**src/rtl/m2_pkg.sv**
```systemverilog
// Shared types and memory-map constants for the Milestone 2 IDCT scheduler.
package m2_pkg;

    localparam int unsigned Y_BLOCK_COLS  = 40;
    localparam int unsigned UV_BLOCK_COLS = 20;
    localparam int unsigned BLOCK_ROWS    = 30;

    localparam logic [17:0] PRE_Y_BASE  = 18'd76800;
    localparam logic [17:0] PRE_U_BASE  = 18'd153600;
    localparam logic [17:0] PRE_V_BASE  = 18'd192000;
    localparam logic [17:0] POST_Y_BASE = 18'd0;
    localparam logic [17:0] POST_U_BASE = 18'd38400;
    localparam logic [17:0] POST_V_BASE = 18'd57600;

    localparam logic [8:0] PRE_Y_STRIDE   = 9'd320;
    localparam logic [8:0] PRE_UV_STRIDE  = 9'd160;
    localparam logic [7:0] POST_Y_STRIDE  = 8'd160;
    localparam logic [7:0] POST_UV_STRIDE = 8'd80;

    localparam logic [11:0] LAST_BLOCK = 12'd2399;

    typedef enum logic [2:0] {
        StIdle, StLiFs, StLiCt, StMa, StMb, StLoCs, StLoWs, StFin
    } m2_sched_state_t;

    typedef enum logic [1:0] {PLANE_Y, PLANE_U, PLANE_V} m2_plane_t;

    function automatic logic [5:0] last_col(input m2_plane_t plane);
        return (plane == PLANE_Y) ? 6'(Y_BLOCK_COLS - 1) : 6'(UV_BLOCK_COLS - 1);
    endfunction

endpackage

```
**src/rtl/m2_block_addr_gen.sv**
```systemverilog
// Plane/row/col block walker producing the SRAM base address of the current 8x8 block.
module m2_block_addr_gen
    import m2_pkg::*;
#(
    parameter logic [17:0]        YBase    = PRE_Y_BASE,
    parameter logic [17:0]        UBase    = PRE_U_BASE,
    parameter logic [17:0]        VBase    = PRE_V_BASE,
    parameter int unsigned        StrideW  = 9,
    parameter logic [StrideW-1:0] YStride  = StrideW'(320),
    parameter logic [StrideW-1:0] UvStride = StrideW'(160),
    parameter logic [17:0]        ColStep  = 18'd8
) (
    input  logic               Clock,
    input  logic               Resetn,
    input  logic               i_clear,
    input  logic               i_advance,
    output logic [17:0]        o_base,
    output logic [StrideW-1:0] o_stride
);

    m2_plane_t   r_plane, w_plane_next;
    logic [4:0]  r_row, w_row_next;
    logic [5:0]  r_col, w_col_next;
    logic [17:0] r_row_base, w_row_base_next;
    logic [17:0] r_base, w_base_next;
    logic [17:0] w_row_step;
    logic        w_last_col, w_last_row;

    assign o_stride   = (r_plane == PLANE_Y) ? YStride : UvStride;
    assign w_row_step = 18'({o_stride, 3'b000});
    assign w_last_col = (r_col == last_col(r_plane));
    assign w_last_row = (r_row == 5'(BLOCK_ROWS - 1));
    assign o_base     = r_base;

    always_comb begin
        w_plane_next    = r_plane;
        w_row_next      = r_row;
        w_col_next      = r_col;
        w_row_base_next = r_row_base;
        w_base_next     = r_base;
        if (i_clear) begin
            w_plane_next    = PLANE_Y;
            w_row_next      = 5'd0;
            w_col_next      = 6'd0;
            w_row_base_next = YBase;
            w_base_next     = YBase;
        end else if (i_advance) begin
            if (!w_last_col) begin
                w_col_next  = r_col + 6'd1;
                w_base_next = r_base + ColStep;
            end else if (!w_last_row) begin
                w_col_next      = 6'd0;
                w_row_next      = r_row + 5'd1;
                w_row_base_next = r_row_base + w_row_step;
                w_base_next     = r_row_base + w_row_step;
            end else if (r_plane != PLANE_V) begin
                // Plane change restarts the row-base accumulator at the next plane's origin.
                w_col_next      = 6'd0;
                w_row_next      = 5'd0;
                w_plane_next    = (r_plane == PLANE_Y) ? PLANE_U : PLANE_V;
                w_row_base_next = (r_plane == PLANE_Y) ? UBase : VBase;
                w_base_next     = (r_plane == PLANE_Y) ? UBase : VBase;
            end
        end
    end

    always_ff @(posedge Clock or negedge Resetn) begin
        if (!Resetn) begin
            r_plane    <= PLANE_Y;
            r_row      <= 5'd0;
            r_col      <= 6'd0;
            r_row_base <= YBase;
            r_base     <= YBase;
        end else begin
            r_plane    <= w_plane_next;
            r_row      <= w_row_next;
            r_col      <= w_col_next;
            r_row_base <= w_row_base_next;
            r_base     <= w_base_next;
        end
    end

endmodule

```
**src/rtl/m2_idct_scheduler.sv**
```systemverilog
// Milestone 2 sequencer: lead-in, overlapped MA/MB megastates and lead-out over all
// 2400 blocks, with per-block fetch/write address generation.
module m2_idct_scheduler
    import m2_pkg::*;
(
    input  logic        Clock,
    input  logic        Resetn,
    input  logic        Enable,
    output logic        Done,
    output logic        fetch_start,
    input  logic        fetch_done,
    output logic [17:0] fetch_base,
    output logic [8:0]  fetch_stride,
    output logic        ct_start,
    input  logic        ct_done,
    output logic        cs_start,
    input  logic        cs_done,
    output logic        write_start,
    input  logic        write_done,
    output logic [17:0] write_base,
    output logic [7:0]  write_stride,
    output logic        busy
);

    m2_sched_state_t r_state, w_state_next;
    // Unit vectors are ordered {fetch, ct, cs, write}.
    logic [3:0]  r_flags, w_wait, w_done_vec, w_accept;
    logic        w_phase_done, w_entry, w_run_start;
    logic [11:0] r_blk;
    logic        r_fetch_start, r_ct_start, r_cs_start, r_write_start, r_done;

    assign w_done_vec   = {fetch_done, ct_done, cs_done, write_done};
    assign w_accept     = w_done_vec & w_wait & ~r_flags;
    assign w_phase_done = (w_wait != 4'b0000) && ((w_wait & ~r_flags) == 4'b0000);
    assign w_run_start  = (r_state == StIdle) && Enable;
    assign w_entry      = (w_state_next != r_state);

    always_comb begin
        w_wait = 4'b0000;
        unique case (r_state)
            StLiFs:  w_wait = 4'b1000;
            StLiCt:  w_wait = 4'b0100;
            StMa:    w_wait = 4'b1010;
            StMb:    w_wait = 4'b0101;
            StLoCs:  w_wait = 4'b0010;
            StLoWs:  w_wait = 4'b0001;
            StIdle,
            StFin:   w_wait = 4'b0000;
        endcase
    end

    always_comb begin
        w_state_next = r_state;
        unique case (r_state)
            StIdle: if (Enable) w_state_next = StLiFs;
            StLiFs: if (w_phase_done) w_state_next = StLiCt;
            StLiCt: if (w_phase_done) w_state_next = StMa;
            StMa:   if (w_phase_done) w_state_next = StMb;
            StMb: begin
                // r_blk + 1 is the block whose CT just finished here.
                if (w_phase_done) begin
                    w_state_next = (r_blk + 12'd1 == LAST_BLOCK) ? StLoCs : StMa;
                end
            end
            StLoCs: if (w_phase_done) w_state_next = StLoWs;
            StLoWs: if (w_phase_done) w_state_next = StFin;
            StFin:  w_state_next = StIdle;
        endcase
    end

    always_ff @(posedge Clock or negedge Resetn) begin
        if (!Resetn) begin
            r_state       <= StIdle;
            r_flags       <= 4'b0000;
            r_blk         <= 12'd0;
            r_fetch_start <= 1'b0;
            r_ct_start    <= 1'b0;
            r_cs_start    <= 1'b0;
            r_write_start <= 1'b0;
            r_done        <= 1'b0;
        end else begin
            r_state       <= w_state_next;
            r_flags       <= w_entry ? 4'b0000 : (r_flags | w_accept);
            r_fetch_start <= w_entry && (w_state_next == StLiFs || w_state_next == StMa);
            r_ct_start    <= w_entry && (w_state_next == StLiCt || w_state_next == StMb);
            r_cs_start    <= w_entry && (w_state_next == StMa || w_state_next == StLoCs);
            r_write_start <= w_entry && (w_state_next == StMb || w_state_next == StLoWs);
            r_done        <= w_entry && (w_state_next == StFin);
            if (w_run_start) begin
                r_blk <= 12'd0;
            end else if (r_state == StMb && w_state_next == StMa) begin
                r_blk <= r_blk + 12'd1;
            end
        end
    end

    assign fetch_start = r_fetch_start;
    assign ct_start    = r_ct_start;
    assign cs_start    = r_cs_start;
    assign write_start = r_write_start;
    assign Done        = r_done;
    assign busy        = (r_state != StIdle);

    m2_block_addr_gen #(
        .YBase    (PRE_Y_BASE),
        .UBase    (PRE_U_BASE),
        .VBase    (PRE_V_BASE),
        .StrideW  (9),
        .YStride  (PRE_Y_STRIDE),
        .UvStride (PRE_UV_STRIDE),
        .ColStep  (18'd8)
    ) u_fetch_addr (
        .Clock     (Clock),
        .Resetn    (Resetn),
        .i_clear   (w_run_start),
        .i_advance (w_accept[3]),
        .o_base    (fetch_base),
        .o_stride  (fetch_stride)
    );

    m2_block_addr_gen #(
        .YBase    (POST_Y_BASE),
        .UBase    (POST_U_BASE),
        .VBase    (POST_V_BASE),
        .StrideW  (8),
        .YStride  (POST_Y_STRIDE),
        .UvStride (POST_UV_STRIDE),
        .ColStep  (18'd4)
    ) u_write_addr (
        .Clock     (Clock),
        .Resetn    (Resetn),
        .i_clear   (w_run_start),
        .i_advance (w_accept[0]),
        .o_base    (write_base),
        .o_stride  (write_stride)
    );

endmodule

```
**config.mk**
```make
export PLATFORM = sky130hd
export DESIGN_NAME = m2_idct_scheduler
export DESIGN_NICKNAME = d
export VERILOG_FILES = /design/src/rtl/m2_pkg.sv /design/src/rtl/m2_block_addr_gen.sv /design/src/rtl/m2_idct_scheduler.sv
export SDC_FILE = /design/constraint.sdc
export NUM_CORES = 1
export LEC_CHECK = 0
export CORE_MARGIN = 2
export CORE_UTILIZATION = 63
export CTS_CLUSTER_DIAMETER = 60
export DETAILED_ROUTE_END_ITERATION = 16
export PLACE_DENSITY = 0.95
export SLEW_MARGIN = 20
export SYNTH_ARGS = -nofsm -noshare
export SYNTH_HDL_FRONTEND = slang
export SYNTH_SLANG_ARGS = --single-unit
```
**constraint.sdc**
```tcl
create_clock -name Clock -period 6.8 [get_ports Clock]
set_input_delay 1.36 -clock Clock [delete_from_list [all_inputs] [get_ports Clock]]
set_output_delay 1.36 -clock Clock [all_outputs]
set_load 0.01 [all_outputs]
```
==> out/results.txt, run 1 <==
H-Tree Depth: 4
Inserted Diodes: 0
grt met3 use: 8.17%
actual slew at the worst max-slew pin: 1060 ps
Clock power frac: 36.4%
Clk Latency, worst-skew pair: 430 ps
Multi-input gate area: 3740 um2
Root Buffer: clkbuf_16
CTS tree: done
initial antenna violation count: 0
placed insts: 963
period utilisation layout: 54.7%
R2R depth: 9
Crit. End Element: output pin
RSZ-0062 raised after global routing: no
Internal: 1.73 mW
first-pass GRT wire length: 30000 um
DR WL/cell: 18.6 um
number of synthesized flops with an enable pin: 0
clock buffer depth: 2
Reg clk slew, reported paths: 60 ps
fillers: 721
Critical R2R Capture: u_fetch_addr.o_base[14]
CP required: 5440 ps
met1 Usage GRT: 42.8%
syn_area_per_cell: 8.82 um2
Mapped Cells: 806
drt pass-1 iters: 5
row count: 38
Die Wd: 110 um
gr busiest metal: met2
min Tclk post-route: 3720 ps
Hold WC Path Type: reg2reg
GRT Util Overall: 31.9%
hold_buf cts: 0
fin. max-slew vios: 0
Synth cell types: 72
post-synthesis sequential area ratio: 43.1%
critical path class: reg2out
Critical Path Fanout Max: 9
critical path data arrival time: 2360 ps
clock skew: 10.7 ps
final WL: 18500 um
fmax: 269 MHz
largest net degree at the start of global routing: 77
total of max-cap violations: 0
Vias/cell: 6.67
CTS Buf Count: 17
post-synth top area cell: dfrtp_1
Worst setup endpoint: fetch_stride[7]
net count reported at finish: 869
Lkg Pwr: 3.63 nW
num ports: 66
overall power: 2.62 mW
DPL Wire Length: 11800 um
post-CTS setup buffers: 0
RR Startpoint: u_fetch_addr.r_plane[1]
PortBufs: 56
register bit total from synthesis: 122
core area: 10900 um2
die height: 110 um
met2 Usage GRT: 50.4%
Final GP Congestion: 0.884
Peak VDD IR: 206 uV
fraction of layout cells with a size suffix above 1: 8.07%
synth top area cells: dfrtp_1 (40%), nand2_1 (4.3%), o21ai_0 (4.2%)
Starting Density: 65.0%
Final ANT Viol Nets: 0
Comb pwr share: 24.7%
Rel. slew slack: 29.3%
Finish-stage setup viols: 0
Layout area overhead: 16.6%
status: finished clean
setup_tns: 0 ps
Reg2Reg Setup Slack: 3390 ps
vias in the first global route: 6198
Sequential Power Share: 38.9%
worst setup path start: u_fetch_addr.r_plane[1]
Syn Std Cell Area: 7110 um2
switching power: 0.892 mW
DIE AREA: 12200 um2
yosys warns: 0
Final Hold Viols: 0
PostCTS Resize Cnt: 0
Sw Ratio: 34.0%
Vias: 6641
flip-flop and latch area: 3060 um2
DR iter-0 viols: 776
PD cells: 316 nW/um2
DR DRC count: 0
Synth top area share: 40.1%
final global-route overflow total: 0
clock sink total: 122
Synth Flop Type: dfrtp_1
post-synthesis async set-or-reset flop share: 100%
Worst setup SP type: flop
post-route insts no fill: 995
==> state kept, by name, indices dropped and copies added, names as in the netlist <==
name,count
r_state,3
Done,1
cs_start,1
u_write_addr.r_row_base,18
u_write_addr.o_base,18
u_write_addr.r_plane,2
ct_start,1
u_fetch_addr.r_row,5
write_start,1
u_fetch_addr.o_base,18
r_blk,12
u_fetch_addr.r_row_base,18
r_flags,4
u_fetch_addr.r_col,6
u_fetch_addr.r_plane,2
u_write_addr.r_row,5
fetch_start,1
u_write_addr.r_col,6
==> area by class of cell <==
| class | instances | area share, % |
|---|---|---|
| Tap cell | 140 | 2.11 |
| Inverter | 19 | 0.860 |
| Timing Repair Buffer | 63 | 7.37 |
| Clock inverter | 15 | 2.42 |
| Multi-Input combinational cell | 619 | 45.2 |
| Clock buffer | 17 | 5.13 |
| Sequential cell | 122 | 37.0 |
==> logic make-up (layout without fill, tap and decap cells) <==
| kind of cell | Yosys count | after routing | share of synthesized area [%] |
|---|---|---|---|
| and+or+nand+nor | 341 | 341 | 24.4 |
| AOI/OAI and AO/OA | 215 | 215 | 19.7 |
| DFF | 122 | 122 | 43.1 |
| buffers and inverters | 73 | 114 | 4.87 |
| xor gates and xnor gates | 31 | 31 | 3.82 |
| adders and majority gates | 20 | 20 | 3.73 |
| muxes | 3 | 3 | 0.422 |
| other | 1 | 9 | 0.0527 |
==> cells in the final DEF, fill, tap and decap left out, types with 4 or more instances in the layout <==
cell type,count
dfrtp_1,114
nand2_1,81
nor2_1,78
o21ai_0,59
clkdlybuf4s50_1,55
nand3_1,52
a21oi_1,48
nor3_1,23
inv_1,19
xor2_1,19
ha_1,18
clkbuf_16,17
and3_1,15
a31oi_1,15
and2_1,14
nor2b_1,13
nand4_1,13
xnor2_1,12
a21o_1,9
conb_1,9
a211o_1,8
buf_4,8
dfstp_2,8
or2_2,7
o211ai_1,6
a211oi_1,6
o31ai_1,6
o22ai_1,6
nor3b_1,5
o21bai_1,5
or3_1,5
a32o_1,5
nor4_1,4
and3b_1,4
a221o_1,4
o22a_1,4
clkinvlp_4,4
bufinv_16,4
==> Yosys cell counts (3+ instances only) <==
| library cell | count |
|---|---|
| a211o_1 | 8 |
| a211oi_1 | 6 |
| a21o_1 | 9 |
| a21oi_1 | 48 |
| a221o_1 | 4 |
| a22oi_1 | 3 |
| a31oi_1 | 15 |
| a32o_1 | 5 |
| a41oi_1 | 4 |
| and2_1 | 14 |
| and3_1 | 15 |
| and3b_1 | 4 |
| and4_1 | 3 |
| buf_1 | 3 |
| buf_2 | 16 |
| buf_4 | 14 |
| clkbuf_1 | 21 |
| dfrtp_1 | 114 |
| dfstp_2 | 8 |
| ha_1 | 18 |
| inv_1 | 19 |
| mux2i_1 | 3 |
| nand2_1 | 81 |
| nand3_1 | 52 |
| nand3b_1 | 3 |
| nand4_1 | 13 |
| nor2_1 | 78 |
| nor2b_1 | 13 |
| nor3_1 | 24 |
| nor3b_1 | 5 |
| nor4_1 | 4 |
| nor4b_1 | 3 |
| o211ai_1 | 6 |
| o21a_1 | 3 |
| o21ai_0 | 59 |
| o21ai_1 | 3 |
| o21bai_1 | 5 |
| o22a_1 | 4 |
| o22ai_1 | 6 |
| o2bb2ai_1 | 3 |
| o31ai_1 | 6 |
| or2_2 | 7 |
| or3_1 | 5 |
| xnor2_1 | 12 |
| xor2_1 | 19 |
==> routing by layer <==
metal,wire length (um),share of wire [%],vias up
met5,0,0,-
met4,482,2.6,0
met3,1710,9.2,61
met2,8790,47,410
met1,7560,41,3192
li1,-,-,2978
==> power by group through the flow <==
stage	Clock, mW	Combinational, mW	Sequential [mW]
floorplan	0	0.466	0.957
global placement	0	0.600	1.02
detailed placement	0	0.624	1.02
CTS	0.959	0.637	1.01
global route	0.994	0.721	1.04
finish	0.954	0.647	1.02
==> worst max-delay path: stages, from the launching register on <==
cell	delay, ps
dfrtp_1	440
nor2_1	640
inv_1	280
clkdlybuf4s50_1	570
==> stage by stage <==
| step | util (%) | setup slack (ps) | hold slack [ps] | area, um2 |
|---|---|---|---|---|
| floorplan | - | 3770 | 444 | 7140 |
| global route | 75.8 | 2920 | 507 | 8290 |
| detailed placement | 70.0 | 2570 | 459 | 7650 |
| CTS | 75.7 | 3010 | 471 | 8280 |
| global placement | 70.0 | 2710 | 458 | 7650 |
| finish | 75.8 | 3080 | 469 | 8290 |
==> how the worst min path moves through the flow <==
stage | startpoint | to | cells past startpoint
2_1_floorplan | u_write_addr.r_row_base[3] | u_write_addr.r_row_base[3] | 1
3_3_place_gp | u_fetch_addr.o_base[2] | u_fetch_addr.o_base[2] | 2
3_5_place_dp | u_fetch_addr.o_base[1] | u_fetch_addr.o_base[1] | 2
4_1_cts | u_fetch_addr.o_base[2] | u_fetch_addr.o_base[2] | 2
5_1_grt | u_fetch_addr.r_row_base[1] | u_fetch_addr.r_row_base[1] | 1
6_report | u_fetch_addr.o_base[2] | u_fetch_addr.o_base[2] | 2
No activity file was read; power rests on OpenSTA's default activity.
==> run 2: changes to the inputs <==
- CORE_UTILIZATION: 63 -> 53
- PLACE_DENSITY: 0.95 -> 0.86
- clock period: 6.8 -> 3.4 ns (I/O delays scaled with it)
==> out/results.txt, run 2 (same netlist as run 1, synthesis figures left out) <==
row count: 42
RR Startpoint: u_write_addr.r_plane[1]
CTS tree: done
period utilisation layout: 83.2%
Multi-input gate area: 3730 um2
flip-flop and latch area: 3060 um2
Clock power frac: 35.4%
Hold WC Path Type: in2async
largest net degree at the start of global routing: 63
Reg clk slew, reported paths: 60 ps
Final ANT Viol Nets: 0
most common cell after layout, fill and taps aside: dfrtp_1
fin. max-slew vios: 0
clock sink total: 122
H-Tree Depth: 4
CTS Buf Count: 17
PostCTS Resize Cnt: 0
Clk Latency, worst-skew pair: 420 ps
die height: 120 um
CP required: 3700 ps
net count reported at finish: 887
Die Wd: 120 um
Inserted Diodes: 0
DR DRC count: 0
Critical Path Fanout Max: 8
most frequent cells in the layout: dfrtp_1 (114), nand2_1 (81), nor2_1 (78)
Crit. End Element: flop
DIE AREA: 14400 um2
fillers: 1039
num ports: 66
actual slew at the worst max-slew pin: 809 ps
Layout area overhead: 18.8%
DR WL/cell: 16.7 um
hold_buf cts: 0
Vias: 6402
worst setup path start: u_write_addr.r_plane[1]
PortBufs: 56
GRT Util Overall: 25.5%
drt pass-1 iters: 5
WHS: 333 ps
Sequential Power Share: 38.6%
critical path data arrival time: 3130 ps
Peak VDD IR: 397 uV
core area: 13200 um2
first-pass GRT wire length: 29500 um
clock skew: 9.33 ps
switching power: 1.74 mW
Root Buffer: clkbuf_16
fmax: 354 MHz
DR iter-0 viols: 788
Internal: 3.47 mW
status: finished clean
Rel. slew slack: 45.9%
initial antenna violation count: 0
Finish-stage setup viols: 0
final WL: 17500 um
DPL Wire Length: 11800 um
Worst setup SP type: flop
Final GP Congestion: 0.869
fraction of layout cells with a size suffix above 1: 9.62%
PD cells: 616 nW/um2
critical path class: reg2reg
post-CTS setup buffers: 0
Vias/cell: 6.10
vias in the first global route: 6011
worst setup margin: 572 ps
clock buffer depth: 2
Sw Ratio: 33.4%
setup_tns: 0 ps
min Tclk post-route: 2830 ps
Starting Density: 53.9%
total of max-cap violations: 0
Final Hold Viols: 0
post-place setup slack: 479 ps
RSZ-0062 raised after global routing: no
final global-route overflow total: 0
Lkg Pwr: 3.73 nW
Comb pwr share: 26.0%
[run 2: metrics by stage]
step / cells / utilization (%) / instance area [um2] / power [mW]
finish: 1049 / 64.0 / 8450 / 5.20
global route: 1049 / 64.0 / 8450 / 5.48
CTS: 1049 / 64.0 / 8450 / 5.20
detailed placement: 1017 / 59.5 / 7840 / 3.34
global placement: 1017 / 59.5 / 7840 / 3.30
floorplan: 814 / - / 7140 / 2.85
[run 2: layout make-up]
| type | instances | share of cell area (%) |
|---|---|---|
| Clock buffer | 20 | 5.41 |
| Clock inverter | 12 | 1.75 |
| Sequential cell | 122 | 36.3 |
| Inverter | 19 | 0.844 |
| Tap cell | 176 | 2.61 |
| Timing Repair Buffer | 81 | 8.98 |
| Multi-Input combinational cell | 619 | 44.2 |
[run 2: routing by layer]
| layer | share of wire, % | GRT usage [%] |
|---|---|---|
| met1 | 45 | 35.9 |
| met4 | 2.0 | 9.41 |
| met3 | 6.9 | 5.23 |
| met2 | 46 | 39.1 |
| met5 | 0 | 0 |
[run 2: power groups by stage]
stage	sequential, mW	clock (mW)	combinational (mW)
after floorplan	1.91	0	0.933
after global placement	2.01	0	1.29
after detailed placement	2.02	0	1.33
after CTS	2.00	1.87	1.34
after global routing	2.05	1.93	1.50
final	2.01	1.84	1.35
[run 2: critical path, cell delays in order (launching register included)]
cell and delay [ps]:
dfrtp_1 410, or2_2 390, inv_1 250, ha_1 340
and3_1 210, a221o_1 410, nand3_1 130, xor2_1 150
a21oi_1 110, a221o_1 310
[run 2: path summary, 6_finish.rpt]
check | slack [ps] | to | cells past startpoint
max in group asynchronous | 2210 | u_write_addr.o_base[1] | 2
setup reg to reg | 570 | u_write_addr.o_base[14] | 9
hold / removal | 330 | r_blk[2] | 1
setup / recovery | 570 | u_write_addr.o_base[14] | 9
hold reg to reg | 490 | u_write_addr.r_row_base[0] | 1
min in group Clock | 490 | u_write_addr.r_row_base[0] | 1
==> run 3: changes to the inputs <==
- CORE_UTILIZATION: 53 -> 58
- PLACE_DENSITY: 0.86 -> 0.89
- clock period: 3.4 -> 2.72 ns (I/O delays scaled with it)
==> out/results.txt, run 3 (same netlist as run 1, synthesis figures left out) <==
status: finished clean
row count: 40
critical path class: reg2reg
Sequential Power Share: 38.8%
CP max stage cell: a221o_1
clock skew: 9.32 ps
final WL: 18200 um
post-route insts no fill: 1035
most frequent cells in the layout: dfrtp_1 (114), nand2_1 (81), nor2_1 (77)
Critical Path Fanout Max: 7
CTS Buf Count: 17
largest net degree at the start of global routing: 47
DR iter-0 viols: 784
Rel. slew slack: 55.7%
Vias/cell: 6.36
Final Hold Viols: 0
final global-route overflow total: 0
Lkg Pwr: 3.78 nW
Final GP Congestion: 0.962
min Tclk post-route: 2560 ps
initial antenna violation count: 0
Worst setup SP type: flop
max incr delay on CP: 420 ps
switching power: 2.18 mW
setup_tns: 0 ps
DPL Wire Length: 12400 um
Layout area overhead: 19.7%
Comb pwr share: 27.8%
first-pass GRT wire length: 29800 um
Crit. End Element: flop
DR WL/cell: 17.6 um
vias in the first global route: 6019
clock buffer depth: 2
core area: 12000 um2
fmax: 390 MHz
total of max-cap violations: 0
PD cells: 751 nW/um2
RSZ-0062 raised after global routing: no
Final ANT Viol Nets: 0
Finish-stage setup viols: 0
Reg clk slew, reported paths: 60 ps
H-Tree Depth: 4
placed insts: 1003
net count reported at finish: 902
overall power: 6.39 mW
Clk Latency, worst-skew pair: 420 ps
PostCTS Resize Cnt: 0
Die Wd: 115 um
GRT Util Overall: 28.6%
period utilisation layout: 94.2%
actual slew at the worst max-slew pin: 660 ps
drt pass-1 iters: 6
fin. max-slew vios: 0
Clock power frac: 33.4%
Inserted Diodes: 0
Crit path buffers/inverters: 1
Peak VDD IR: 501 uV
Root Buffer: clkbuf_16
DIE AREA: 13200 um2
Starting Density: 59.2%
most common cell after layout, fill and taps aside: dfrtp_1
WHS: 131 ps
worst setup margin: 158 ps
num ports: 66
Vias: 6584
Sw Ratio: 34.1%
DR DRC count: 0
die height: 115 um
clock sink total: 122
fraction of layout cells with a size suffix above 1: 11.3%
CP Cell Sequence: or2_2 -> inv_2 -> ha_1 -> and3_1 -> a221o_1 -> nand3_1 -> xor2_1 -> a21oi_1 -> a221o_1
PortBufs: 56
Internal: 4.21 mW
Hold WC Path Type: in2async
hold_buf cts: 0
critical path's most frequent cell: a221o_1
Top delay family on crit path: compound AO/OA/AOI/OAI gates
CTS tree: done
post-place setup slack: 147 ps
critical path data arrival time: 2870 ps
CP required: 3030 ps
post-CTS setup buffers: 0
-- run 3: layer usage --
layer | global-route usage [%] | vias up | wire length [um]
li1 | - | 3032 | -
met1 | 40.6 | 3126 | 7760
met2 | 42.8 | 372 | 8370
met3 | 7.04 | 54 | 1630
met4 | 11.1 | 0 | 449
met5 | 0 | - | 0
-- run 3: cell type report --
class	instances	area [um2]
Clock buffer	22	474
Clock inverter	10	93.8
Fill cell	868	3500
Inverter	19	71.3
Multi-Input combinational cell	619	3740
Sequential cell	122	3060
Tap cell	147	184
Timing Repair Buffer	96	883
-- run 3: power by group through the flow --
stage | registers [mW] | clock network [mW] | logic [mW]
2_1_floorplan | 2.39 | 0 | 1.17
3_3_place_gp | 2.48 | 0 | 1.69
3_5_place_dp | 2.49 | 0 | 1.74
4_1_cts | 2.47 | 2.15 | 1.76
5_1_grt | 2.52 | 2.24 | 1.96
6_report | 2.48 | 2.13 | 1.78
-- run 3: through the flow --
step	utilization (%)	instance area [um2]
3_3_place_gp	66.1	7940
6_report	70.8	8510
2_1_floorplan	-	7150
3_5_place_dp	66.1	7940
4_1_cts	70.8	8510
5_1_grt	70.8	8510
-- run 3: final timing paths --
check	end	start	depth (start not counted)	slack, ps
worst max-delay path	u_write_addr.o_base[14]	u_write_addr.r_plane[1]	9	160
worst min-delay path	fetch_start	Resetn	1	130
worst max register to register	u_write_addr.o_base[14]	u_write_addr.r_plane[1]	9	160
worst min register to register	u_fetch_addr.o_base[1]	u_fetch_addr.o_base[1]	2	470
max in group asynchronous	u_fetch_addr.r_row_base[11]	Resetn	2	1820
min in group Clock	u_fetch_addr.o_base[1]	u_fetch_addr.o_base[1]	2	470
